===== config.mk =====
export PLATFORM = sky130hd
export DESIGN_NAME = level_outcome_ctrl_flat
export DESIGN_NICKNAME = d
export VERILOG_FILES = /design/src/rtl/game_pkg.sv /design/src/rtl/level_outcome_ctrl_if.sv /design/src/rtl/tick_prescaler.sv /design/src/rtl/level_outcome_ctrl.sv /design/src/flat_wrapper.sv
export SDC_FILE = /design/constraint.sdc
export NUM_CORES = 1
export LEC_CHECK = 0
export ABC_CLOCK_PERIOD_IN_PS = 7900
export CORE_MARGIN = 4
export CORE_UTILIZATION = 37
export CTS_BUF_LIST = sky130_fd_sc_hd__clkbuf_8
export DETAILED_ROUTE_END_ITERATION = 7
export PLACE_DENSITY_LB_ADDON = 0.15
export SLEW_MARGIN = 20
export SYNTH_ARGS = -nofsm -noshare
export SYNTH_HDL_FRONTEND = slang
export SYNTH_SLANG_ARGS = --single-unit
export TNS_END_PERCENT = 50

===== constraint.sdc =====
create_clock -name clk -period 7.9 [get_ports clk]
set_clock_uncertainty 0.2 [all_clocks]
set_input_delay 1.975 -clock clk [delete_from_list [all_inputs] [get_ports clk]]
set_output_delay 1.975 -clock clk [all_outputs]
set_load 0.03 [all_outputs]

===== src/rtl/game_pkg.sv =====
// Shared game definitions: FSM state encoding and scroll grid geometry.
// Used by level_outcome_ctrl, GameFSM and Scrolls.
package game_pkg;

    typedef enum logic [1:0] {
        IDLE     = 2'd0,
        PLAY     = 2'd1,
        COOLDOWN = 2'd2,
        DONE     = 2'd3
    } game_state_e;

    localparam int GRID_ROWS    = 4;
    localparam int GRID_COLS    = 6;
    localparam int N_SCROLLS    = GRID_ROWS * GRID_COLS;  // flattened index row*6+col
    localparam int SCROLL_CNT_W = $clog2(N_SCROLLS + 1);

endpackage


===== src/rtl/level_outcome_ctrl_if.sv =====
// Level-judge signal bundle: master is the game side driving level events,
// slave is level_outcome_ctrl reporting outcome, timer and lives.
interface level_outcome_ctrl_if;
    import game_pkg::*;

    logic                    level_start;
    logic [N_SCROLLS-1:0]    scroll_visible;
    logic                    wall_hit;
    logic                    pause;
    logic                    levelPassed;
    logic                    lose;
    logic [7:0]              time_left;
    logic [1:0]              lives;
    logic [SCROLL_CNT_W-1:0] scrolls_left;
    logic [1:0]              state;

    modport master (
        output level_start, scroll_visible, wall_hit, pause,
        input  levelPassed, lose, time_left, lives, scrolls_left, state
    );

    modport slave (
        input  level_start, scroll_visible, wall_hit, pause,
        output levelPassed, lose, time_left, lives, scrolls_left, state
    );

endinterface


===== src/rtl/tick_prescaler.sv =====
// Free-running divider producing a 1-cycle tick every TICK_DIV enabled cycles.
// Frozen while en is low; also reused for on-screen timer blink.
module tick_prescaler #(
    parameter int unsigned TICK_DIV = 100_000_000
) (
    input  logic clk,
    input  logic rst,
    input  logic en,
    output logic tick
);
    localparam int unsigned CW = (TICK_DIV > 1) ? $clog2(TICK_DIV) : 1;

    logic [CW-1:0] countReg;

    assign tick = en && (countReg == CW'(TICK_DIV - 1));

    always_ff @(posedge clk) begin
        if (rst) begin
            countReg <= '0;
        end else if (en) begin
            countReg <= tick ? '0 : countReg + 1'b1;
        end
    end

endmodule


===== src/rtl/level_outcome_ctrl.sv =====
// Level judge: countdown, lives and wall-hit cooldown; one pass/lose pulse per level.
// Optional LEVEL_OUTCOME_BONUS_TIME_EN: +2 s of time for every scroll collected.
module level_outcome_ctrl
    import game_pkg::*;
#(
    parameter int unsigned TICK_DIV     = 100_000_000,
    parameter int unsigned TIME_LIMIT_S = 60,
    parameter int unsigned MAX_LIVES    = 3,
    parameter int unsigned COOLDOWN_S   = 2
) (
    input logic                 clk,
    input logic                 rst,
    level_outcome_ctrl_if.slave bus
);
    game_state_e             stateReg, stateNext;
    logic [7:0]              timeLeftReg, timeLeftNext;
    logic [1:0]              livesReg, livesNext;
    logic [7:0]              cooldownReg, cooldownNext;
    logic [SCROLL_CNT_W-1:0] scrollsLeftReg;
    logic                    wallHitDlyReg;
    logic                    levelPassedReg, levelPassedNext;
    logic                    loseReg, loseNext;

    logic                    active;
    logic                    tickEn;
    logic                    tick;
    logic                    hitRise;
    logic [SCROLL_CNT_W-1:0] scrollCount;
    logic [2:0]              rowCount [GRID_ROWS];
    logic [9:0]              timeSum;
    logic [7:0]              timeTicked;

    // Popcount built per grid row, then summed.
    for (genvar gi = 0; gi < GRID_ROWS; gi++) begin : g_row
        assign rowCount[gi] = 3'($countones(bus.scroll_visible[gi*GRID_COLS +: GRID_COLS]));
    end

    always_comb begin
        scrollCount = '0;
        for (int r = 0; r < GRID_ROWS; r++) begin
            scrollCount = scrollCount + SCROLL_CNT_W'(rowCount[r]);
        end
    end

    assign active  = (stateReg == PLAY) || (stateReg == COOLDOWN);
    assign tickEn  = active && !bus.pause;
    assign hitRise = bus.wall_hit && !wallHitDlyReg && !bus.pause;

    tick_prescaler #(.TICK_DIV(TICK_DIV)) u_prescaler (
        .clk  (clk),
        .rst  (rst || bus.level_start),
        .en   (tickEn),
        .tick (tick)
    );

    // Next time_left while the level runs; widened so bonus and tick net out before clamping.
    always_comb begin
        timeSum = {2'b00, timeLeftReg};
`ifdef LEVEL_OUTCOME_BONUS_TIME_EN
        if (scrollCount < scrollsLeftReg) begin
            timeSum = timeSum + 10'd2;
        end
`endif
        if (tick && (timeSum != '0)) begin
            timeSum = timeSum - 10'd1;
        end
        timeTicked = (timeSum > 10'd255) ? 8'hFF : timeSum[7:0];
    end

    always_comb begin
        stateNext       = stateReg;
        timeLeftNext    = timeLeftReg;
        livesNext       = livesReg;
        cooldownNext    = cooldownReg;
        levelPassedNext = 1'b0;
        loseNext        = 1'b0;

        if (bus.level_start) begin
            stateNext    = PLAY;
            timeLeftNext = 8'(TIME_LIMIT_S);
            cooldownNext = '0;
        end else if (active) begin
            timeLeftNext = timeTicked;
            if (scrollsLeftReg == '0) begin
                levelPassedNext = 1'b1;
                stateNext       = DONE;
            end else if (timeLeftReg == '0) begin
                loseNext  = 1'b1;
                stateNext = DONE;
                livesNext = 2'(MAX_LIVES);
            end else if ((stateReg == PLAY) && hitRise) begin
                if (livesReg <= 2'd1) begin
                    loseNext  = 1'b1;
                    stateNext = DONE;
                    livesNext = 2'(MAX_LIVES);
                end else begin
                    livesNext    = livesReg - 2'd1;
                    stateNext    = COOLDOWN;
                    cooldownNext = 8'(COOLDOWN_S);
                end
            end else if ((stateReg == COOLDOWN) && tick) begin
                if (cooldownReg <= 8'd1) begin
                    cooldownNext = '0;
                    stateNext    = PLAY;
                end else begin
                    cooldownNext = cooldownReg - 8'd1;
                end
            end
        end
    end

    always_ff @(posedge clk) begin
        if (rst) begin
            stateReg       <= IDLE;
            timeLeftReg    <= 8'(TIME_LIMIT_S);
            livesReg       <= 2'(MAX_LIVES);
            cooldownReg    <= '0;
            scrollsLeftReg <= '0;
            wallHitDlyReg  <= 1'b0;
            levelPassedReg <= 1'b0;
            loseReg        <= 1'b0;
        end else begin
            stateReg       <= stateNext;
            timeLeftReg    <= timeLeftNext;
            livesReg       <= livesNext;
            cooldownReg    <= cooldownNext;
            scrollsLeftReg <= scrollCount;
            wallHitDlyReg  <= bus.level_start ? 1'b0 : bus.wall_hit;
            levelPassedReg <= levelPassedNext;
            loseReg        <= loseNext;
        end
    end

    assign bus.levelPassed  = levelPassedReg;
    assign bus.lose         = loseReg;
    assign bus.time_left    = timeLeftReg;
    assign bus.lives        = livesReg;
    assign bus.scrolls_left = scrollsLeftReg;
    assign bus.state        = stateReg;

endmodule

===== src/flat_wrapper.sv =====
// flat-port wrapper written by rule: the top's interface ports become plain ports
module level_outcome_ctrl_flat import game_pkg::*;
#(
    parameter int unsigned TICK_DIV     = 100_000_000,
    parameter int unsigned TIME_LIMIT_S = 60,
    parameter int unsigned MAX_LIVES    = 3,
    parameter int unsigned COOLDOWN_S   = 2
)
  (clk, rst, bus_level_start, bus_scroll_visible, bus_wall_hit, bus_pause, bus_levelPassed, bus_lose, bus_time_left, bus_lives, bus_scrolls_left, bus_state);
  level_outcome_ctrl_if bus_i ();
  input logic clk;
  input logic rst;
  input wire logic [$bits(bus_i.level_start)-1:0] bus_level_start;
  input wire logic [$bits(bus_i.scroll_visible)-1:0] bus_scroll_visible;
  input wire logic [$bits(bus_i.wall_hit)-1:0] bus_wall_hit;
  input wire logic [$bits(bus_i.pause)-1:0] bus_pause;
  output wire logic [$bits(bus_i.levelPassed)-1:0] bus_levelPassed;
  output wire logic [$bits(bus_i.lose)-1:0] bus_lose;
  output wire logic [$bits(bus_i.time_left)-1:0] bus_time_left;
  output wire logic [$bits(bus_i.lives)-1:0] bus_lives;
  output wire logic [$bits(bus_i.scrolls_left)-1:0] bus_scrolls_left;
  output wire logic [$bits(bus_i.state)-1:0] bus_state;
  assign bus_i.level_start = bus_level_start;
  assign bus_i.scroll_visible = bus_scroll_visible;
  assign bus_i.wall_hit = bus_wall_hit;
  assign bus_i.pause = bus_pause;
  assign bus_levelPassed = bus_i.levelPassed;
  assign bus_lose = bus_i.lose;
  assign bus_time_left = bus_i.time_left;
  assign bus_lives = bus_i.lives;
  assign bus_scrolls_left = bus_i.scrolls_left;
  assign bus_state = bus_i.state;
  level_outcome_ctrl #(.TICK_DIV(TICK_DIV), .TIME_LIMIT_S(TIME_LIMIT_S), .MAX_LIVES(MAX_LIVES), .COOLDOWN_S(COOLDOWN_S)) u_core (.clk(clk), .rst(rst), .bus(bus_i));
endmodule

# After elaboration in Yosys (flattened, before gate mapping)
# Cells that the tools add are included.
dict set report word_totals {
  reg_bits 55
  in_bits 29
  elab_cells 98
  output_inout_bits 19
}
dict set report classes {
  n_reduce_logical 28
  bitwise 4
  n_eq_ne 4
  addsub 27
  muxes 22
  order_cmp 3
}
# operator n
set ops {}
lappend ops {{$mux 8} 5}
lappend ops {{$add 27x1->27 const B} 1}
lappend ops {{$eq 27x27->1 const B} 1}
lappend ops {{$mux 27} 1}
lappend ops {{$add 1x1->2} 12}
lappend ops {{$add 3x3->3} 8}
lappend ops {{$mux 2} 8}
lappend ops {{$add 5x3->5} 2}
lappend ops {{$gt 10x8->1 const B} 1}
lappend ops {{$mux 10} 1}
lappend ops {{$reduce_bool 5->1} 2}
lappend ops {{$sub 8x1->9 const B} 1}
lappend ops {{$le 8x1->1 const B} 1}
lappend ops {{$logic_not 8->1} 1}
lappend ops {{$reduce_bool 4->1} 2}
lappend ops {{$reduce_bool 8->1} 1}
lappend ops {{$sub 8x1->8 const B} 1}
lappend ops {{$logic_and 1x1->1} 7}
lappend ops {{$mux 1} 7}
lappend ops {{$reduce_and 3->1} 2}
lappend ops {{$reduce_bool 2->1} 3}
lappend ops {{$logic_not 5->1} 1}
lappend ops {{$reduce_and 5->1} 1}
lappend ops {{$add 3x3->4} 1}
lappend ops {{12 further kinds} 17}

# Longest topological paths before layout
dict set report depth {
  depth_word 11
  ltp_mapped 14
  depth_no_buf 14
}

# Modules after synthesis
# From an unflattened synthesis, not the netlist that was laid out.
dict set report unflattened {
  cells_unflattened 375
  hier_area_um2 3310.7
}
# mod instances cells_per_inst seq_area_each_um2 area_each_um2
set modules_own_cells {}
lappend modules_own_cells {level_outcome_ctrl 1 224 560.5 1960.6}
lappend modules_own_cells {tick_prescaler 1 151 540.5 1350.0}

# Least setup slack after synthesis
# Ideal clock, no wire load.
dict set report synth_path {
  path_kind {input port to flip-flop}
  startpoint {input bus_scroll_visible[6]}
  endpoint {register u_core.scrollsLeftReg[4], in the netlist u_core.bus.scrolls_left[4]}
  required_ns 7.586
  n_path_buf 0
  arrival_ns 4.851
  setup_slack_ns 2.735
  path_stages 13
  setup_time_ns 0.114
  cell_sequence {ha_1 inv_1 fa_1 inv_1 ha_1 fa_1 xnor2_1 fa_1 inv_1 ha_1 a21o_1 a21oi_1 nor2_1}
}
dict set report synth_between {
  elab_chain_len 6
}
# item line
set synth_rtl {}
lappend synth_rtl {{start: declaration} flat_wrapper.sv:14} ;# input wire logic [$bits(bus_i.scroll_visible)-1:0] bus_scroll_visible;
lappend synth_rtl {{$add 1x1->2} level_outcome_ctrl.sv:35} ;# assign rowCount[gi] = 3'($countones(bus.scroll_visible[gi*GRID_COLS +: GRID_COLS]));
lappend synth_rtl {{$add 3x3->3 (2 in a row)} level_outcome_ctrl.sv:35}
lappend synth_rtl {{$add 3x3->4} level_outcome_ctrl.sv:41} ;# scrollCount = scrollCount + SCROLL_CNT_W'(rowCount[r]);
lappend synth_rtl {{$add 5x3->5 (2 in a row)} level_outcome_ctrl.sv:41}
lappend synth_rtl {{end signal: assignment} level_outcome_ctrl.sv:127} ;# scrollsLeftReg <= scrollCount;
lappend synth_rtl {{end: declaration} level_outcome_ctrl.sv:19} ;# logic [SCROLL_CNT_W-1:0] scrollsLeftReg;
# Every way passes these cells.
# A chain may end at the register's enable or synchronous reset.

# Final worst setup path
dict set report layout_path {
  startpoint {input bus_scroll_visible[6]}
  endpoint {register u_core.scrollsLeftReg[3], in the netlist u_core.bus.scrolls_left[3]}
}
# Same word-level chain as after synthesis.

==> metrics.txt <==
Hold-fix buffers, CTS 0; Critical Path RT around 7900 ps; cell taking the most area after synthesis dfxtp_1; core area between 9000 and 10000 µm²; DRC violations left 0; crit path capture type register; Synth warnings 0; Slew @ Worst Pin 853 ps; Std-Cell Rows 35; Synth Net Count between 400 and 500; Slew Viols, Final 0; P_sw between 200 and 300 µW; setup TNS 0 ps; CTS root buffer clkbuf_8; Fin. Hold Viols 0; worst-case reg-to-reg path depth 7; post-route minimum period 5440 ps; r2r startpoint u_core.bus.state[0]$_SDFFE_PP0P_; drt wl/cell 13.1 µm; Via density 4.95; PostCTS Resize Cnt 0; Fillers 940; hold path endpoint u_core.cooldownReg[5]$_SDFFE_PP0P_; Comb pwr share 0.374; vias in the first global route 2781; CTS sink cnt 55; Flop pwr share 0.378; Placed Cells approximately 570; worst hold stages 2; synth cell count leaders 56 x inv_1, 55 x dfxtp_1, 39 x nor2_1; gpl congestion 0.785; TritonCTS clock tree yes; DIE AREA 11200 µm²; HP Start u_core.cooldownReg[5]$_SDFFE_PP0P_; Total Power 795 µW; Clock Latency Late Sink between 300 and 400 ps; unrepaired setup endpoints after global routing false; die height 106 µm; initial antenna violation count 0; Async S/R FF share, synth 0; Area Growth Syn to Fin 19.9%; ANT nets after route 0; I/O Buffers 47; Clock Path Buffers 2; Peak supply drop 0.0000821 V; Num CTS Buffers 5; WS Path Type input pin to register; Max-slew headroom 0.430; post-route insts no fill 582; Vias 2883; Power Density 186 nW/µm²; initial DRC count 101; status complete, no violations; most common flop cell mapped by yosys dfxtp_1; kind of start point of the critical path input pin; Internal roughly 530 µW; R2R Setup Slk slightly below 5000 ps; LEAKAGE 0.00160 µW; Yosys cell types 52; cell area after synthesis 3560 µm²; drt first pass iters 4; Max-Cap Viols 0; top cell type's share of synthesized area 0.310; CP Max Fanout 2; highest clock rate 184 MHz; largest net degree at the start of global routing 26; crit share post-route 0.689; clock power share 0.248; Worst-path clk slew 100 ps; synthesized area per cell 8.76 µm²; GR Util All Layers 0.141; first-pass GRT wire length 13.2 mm; synthesized instance count 406; Synth area leaders dfxtp_1 31%, ha_1 10%, fa_1 7.3%, inv_1 5.9%, xnor2_1 5.7%; most frequent cell after synthesis inv_1; Reg-to-Reg End u_core.u_prescaler.countReg[1]$_SDFFE_PP0P_; Die Wd 106 µm; synthesized flop and latch total 55; placed wire-length estimate 5.85 mm; Sw Share 0.332; CP arrival roughly 5400 ps; EDFF count, synth 0; # setup viols final 0; H-tree levels 2; Routed WL 7.63 mm; I/O Pins 48; sequential fraction of the synthesis area 0.310; total congestion overflow 0; nets@finish roughly 520; share of cells above drive strength 1 0.0397; Initial Util 0.383; HP Class register to register; # diodes 0; Setup Fix Bufs, Post-CTS 0
## area by class of cell
cell class | instances | area [µm²] | share of cell area
flip-flops and latches | 55 | 1100 | 0.258
repair buffers | 48 | 478 | 0.112
clock inverters | 2 | 35.0 | 0.00821
multi-input cells | 286 | 2200 | 0.515
inverters | 56 | 210 | 0.0493
well taps | 129 | 161 | 0.0378
clock buffers | 6 | 82.6 | 0.0194
## routing by layer
metal | GRT usage | up-vias | part of all wire
met5 | 0 | - | 0
met4 | 0.0305 | 0 | 0.0079
met3 | 0.0231 | 5 | 0.029
met2 | 0.224 | 38 | 0.45
met1 | 0.202 | 1343 | 0.51
li1 | - | 1497 | -
## state kept, by name, indices dropped and copies added, names as in the netlist
register and cells:
u_core.u_prescaler.countReg 27, u_core.bus.time_left 8, u_core.cooldownReg 8, u_core.bus.scrolls_left 5
u_core.bus.lives 2, u_core.bus.state 2, u_core.bus.levelPassed 1, u_core.bus.lose 1
u_core.wallHitDlyReg 1
## logic make-up (layout without fill, tap and decap cells)
group,after synthesis,in the layout,synth area share
compound gates,52,52,0.104
fa+ha+maj,42,42,0.175
mux,5,5,0.0141
flops,55,55,0.310
simple gates,156,156,0.248
buf+inv,65,112,0.0725
xor+xnor,31,31,0.0763
## metrics by stage
stage | util | setup WS (ps) | hold WS, ps | cell area, µm²
global route | 0.460 | 2270 | 305 | 4270
floorplan | - | 2740 | 242 | 3560
detailed placement | 0.447 | 2120 | 268 | 4150
global placement | 0.447 | 2140 | 255 | 4150
finish | 0.460 | 2460 | 277 | 4270
CTS | 0.460 | 2440 | 282 | 4270
## layout by cell type (no fill, tap or decap), types with 5 or more instances in the layout
cell             netlist  routed
inv_1                 56      56
dfxtp_1               55      55
clkdlybuf4s50_1        0      47
nor2_1                39      39
ha_1                  29      29
nand2_1               24      24
xnor2_1               23      23
nand3_1               18      18
a21oi_1               18      18
nor4_1                16      16
nor3_1                13      13
fa_1                  13      13
xor2_1                 8       8
clkbuf_8               0       6
nand4_1                5       5
nand3b_1               5       5
and3_1                 5       5
o21ai_0                5       5
o211ai_1               5       5
mux2i_1                5       5
## how the worst max path moves through the flow
stage                                     start                                    end  slack [ps]  cells after the start
after detailed placement  bus_scroll_visible[6]  u_core.bus.scrolls_left[3]$_SDFF_PP0_        2120                     15
after global routing      bus_scroll_visible[6]  u_core.bus.scrolls_left[3]$_SDFF_PP0_        2270                     15
after global placement    bus_scroll_visible[6]  u_core.bus.scrolls_left[3]$_SDFF_PP0_        2140                     15
final                     bus_scroll_visible[6]  u_core.bus.scrolls_left[3]$_SDFF_PP0_        2460                     15
after CTS                 bus_scroll_visible[6]  u_core.bus.scrolls_left[3]$_SDFF_PP0_        2440                     15
after floorplan           bus_scroll_visible[6]  u_core.bus.scrolls_left[4]$_SDFF_PP0_        2740                     13
## critical path, cell delays in order
cell and delay [ps]:
clkdlybuf4s50_1 460, ha_1 140, inv_1 50, fa_1 530, inv_1 40, ha_1 330
fa_1 560, inv_1 60, fa_1 460, inv_1 70, ha_1 160, inv_1 50
fa_1 380, xor2_1 140, nor2_1 50
## power by group through the flow
stage	Combinational (µW)	Sequential (µW)	Clock (µW)
floorplan	196	327	0
finish	297	300	197
detailed placement	302	307	0
global placement	292	307	0
CTS	305	301	205
global route	347	302	214
Note: power is estimated with default switching activity, not from simulation.
==> edit: new RTL, same flow settings <==
Build with the macro `LEVEL_OUTCOME_BONUS_TIME_EN` defined.
--- a/src/rtl/level_outcome_ctrl.sv
+++ b/src/rtl/level_outcome_ctrl.sv
@@ -1,5 +1,7 @@
 // Level judge: countdown, lives and wall-hit cooldown; one pass/lose pulse per level.
 // Optional LEVEL_OUTCOME_BONUS_TIME_EN: +2 s of time for every scroll collected.
+`define LEVEL_OUTCOME_BONUS_TIME_EN
+
 module level_outcome_ctrl
     import game_pkg::*;
 #(
Formal check against the unedited RTL: not equivalent (Yosys sat finds a counterexample within 4 cycles, from zero or initial values and one cycle with rst high).
==> edit against the original RTL <==
Hold slack gained 0.012 ns. Core utilization grew 0.12 points. Final area grew 7.0%. Die area grew 6.4%. Area after synthesis grew 7.0%. Sequential cell count is the same. Synthesized cell count grew 5.9%. Worst setup slack lost 2.1 ns. Critical path type unchanged. Critical path depth grew 8. Routed wire length grew 4.6%. Global-route usage grew 0.49 points. Non-clock buffer count grew 11.
Power is not compared: it rests on default switching activity, and its combinational part moved more than twofold at a synthesized area within 25%.
==> edit: results (changes against the original RTL) <==
outcome=completed (unchanged); fraction of area in registers=0.241 (was 0.258); number of fillers in the final layout=996 (was 940); initial antenna violation count=0 (unchanged); hold path endpoint=u_core.u_prescaler.countReg[6] (was u_core.cooldownReg[5]); metal2 WL=3.85 mm (was 3.44 mm); WHS=0.289 ns (was 0.277 ns); setup ws final=0.326 ns (was 2.46 ns); mux share of post-synthesis cell area=0.0312 (was 0.0141); Max Root-Sink Buffers=2 (unchanged); xor and xnor area share after synthesis=0.101 (was 0.0763); Data arrival, critical path=7.61 ns (was 5.44 ns); Routed wire per std cell=12.9 um (was 13.1 um); Inst Count DP=610 (was 574); adder-cell share of the synthesized area=0.177 (was 0.175); Cell Area, Placed=4470 um^2 (was 4150 um^2); R2R Path End=u_core.bus.time_left[5] (was u_core.u_prescaler.countReg[1]); clock buf count=5 (was 6); Crit Path Max Fanout=5 (was 2); number of global-route vias before repair=3,149 (was 2,781); GRT Overall Usage=0.146 (was 0.141); share of post-route cells with drive strength above 1=0.0845 (was 0.0397); switching share of total power=0.446; Signal buffers=59 (was 48); Top FF cell, synth=dfxtp_1 (unchanged); non-clock inverter count=47 (was 56); CP Launch Point=bus_scroll_visible[1] (was bus_scroll_visible[6]); drt via density=4.94 (was 4.95); most frequent cells after synthesis=nor2_1 (58), dfxtp_1 (55), inv_1 (46), ha_1 (33), nand3_1 (28) (was inv_1 (56), dfxtp_1 (55), nor2_1 (39), ha_1 (29), nand2_1 (24)); Global Route met2 Usage=0.254 (was 0.224); final design instance area without fill=4570 um^2 (was 4270 um^2); Final HPWL DP=6.34 mm (was 5.85 mm); area fraction in compound gates after synthesis=0.112 (was 0.104); fraction of area in multi-input gates=0.541 (was 0.515); flop2flop setup slack=4.41 ns (was 4.92 ns); synth unique cells=63 (was 52); Seq/Total Area, Yosys=0.289 (was 0.310); Hold Startpoint=u_core.u_prescaler.countReg[6] (was u_core.cooldownReg[5]); Clock-cell share=0.0203 (was 0.0276); Synthesized Nets=505 (was 477); top post-synthesis cells by area=dfxtp_1 (29%), ha_1 (11%), fa_1 (6.8%) (was dfxtp_1 (31%), ha_1 (10%), fa_1 (7.3%)); GRT met3 Usage=0.0258 (was 0.0231); FFs & Latches=55 (unchanged); multi-input gates=316 (was 286); routed wire length on met3=185 um (was 219 um); die width=109 um (was 106 um); total setup buffers inserted after CTS=0 (unchanged); routed length on met1=3.89 mm (was 3.91 mm); DRC violation total after the first TritonRoute iteration=92 (was 101); DP Worst Slack=-0.0568 ns (was 2.12 ns); met1 Resource Use GR=0.191 (was 0.202); Reg2Reg Depth=11 (was 7); Synth Instances=430 (was 406); Final non-clock buffer share=0.123 (was 0.112); Worst-Margin Slew=0.798 ns (was 0.853 ns); gp weighted congestion=0.794 (was 0.785)
## edit: changes by cell type in the layout (fill, tap and decap cells not counted), sizes merged, moves of 5 or more
| cell | delta |
|---|---|
| a21oi | -7 |
| buf | +11 |
| inv | -8 |
| nand2 | -8 |
| nand3 | +10 |
| nor2 | +20 |
| nor3 | -6 |
| nor4 | -11 |
| xnor2 | -5 |
| xor2 | +18 |
## edit: power groups by stage
| stage | Sequential, uW | Clock [uW] | Combinational [uW] |
|---|---|---|---|
| floorplan | 352 | 0 | 778 |
| global placement | 327 | 0 | 1090 |
| detailed placement | 327 | 0 | 1110 |
| CTS | 321 | 168 | 1120 |
| global route | 326 | 177 | 1230 |
| finish | 321 | 161 | 1100 |
## edit: worst register-to-register path, delay by kind of cell (launching register included)
family / cells / cell delay (ns)
buf+inv: 3 / 0.36
fa+ha+maj: 1 / 0.59
flops: 1 / 0.42
mux: 1 / 0.21
simple gates: 3 / 1.01
compound gates: 3 / 0.64
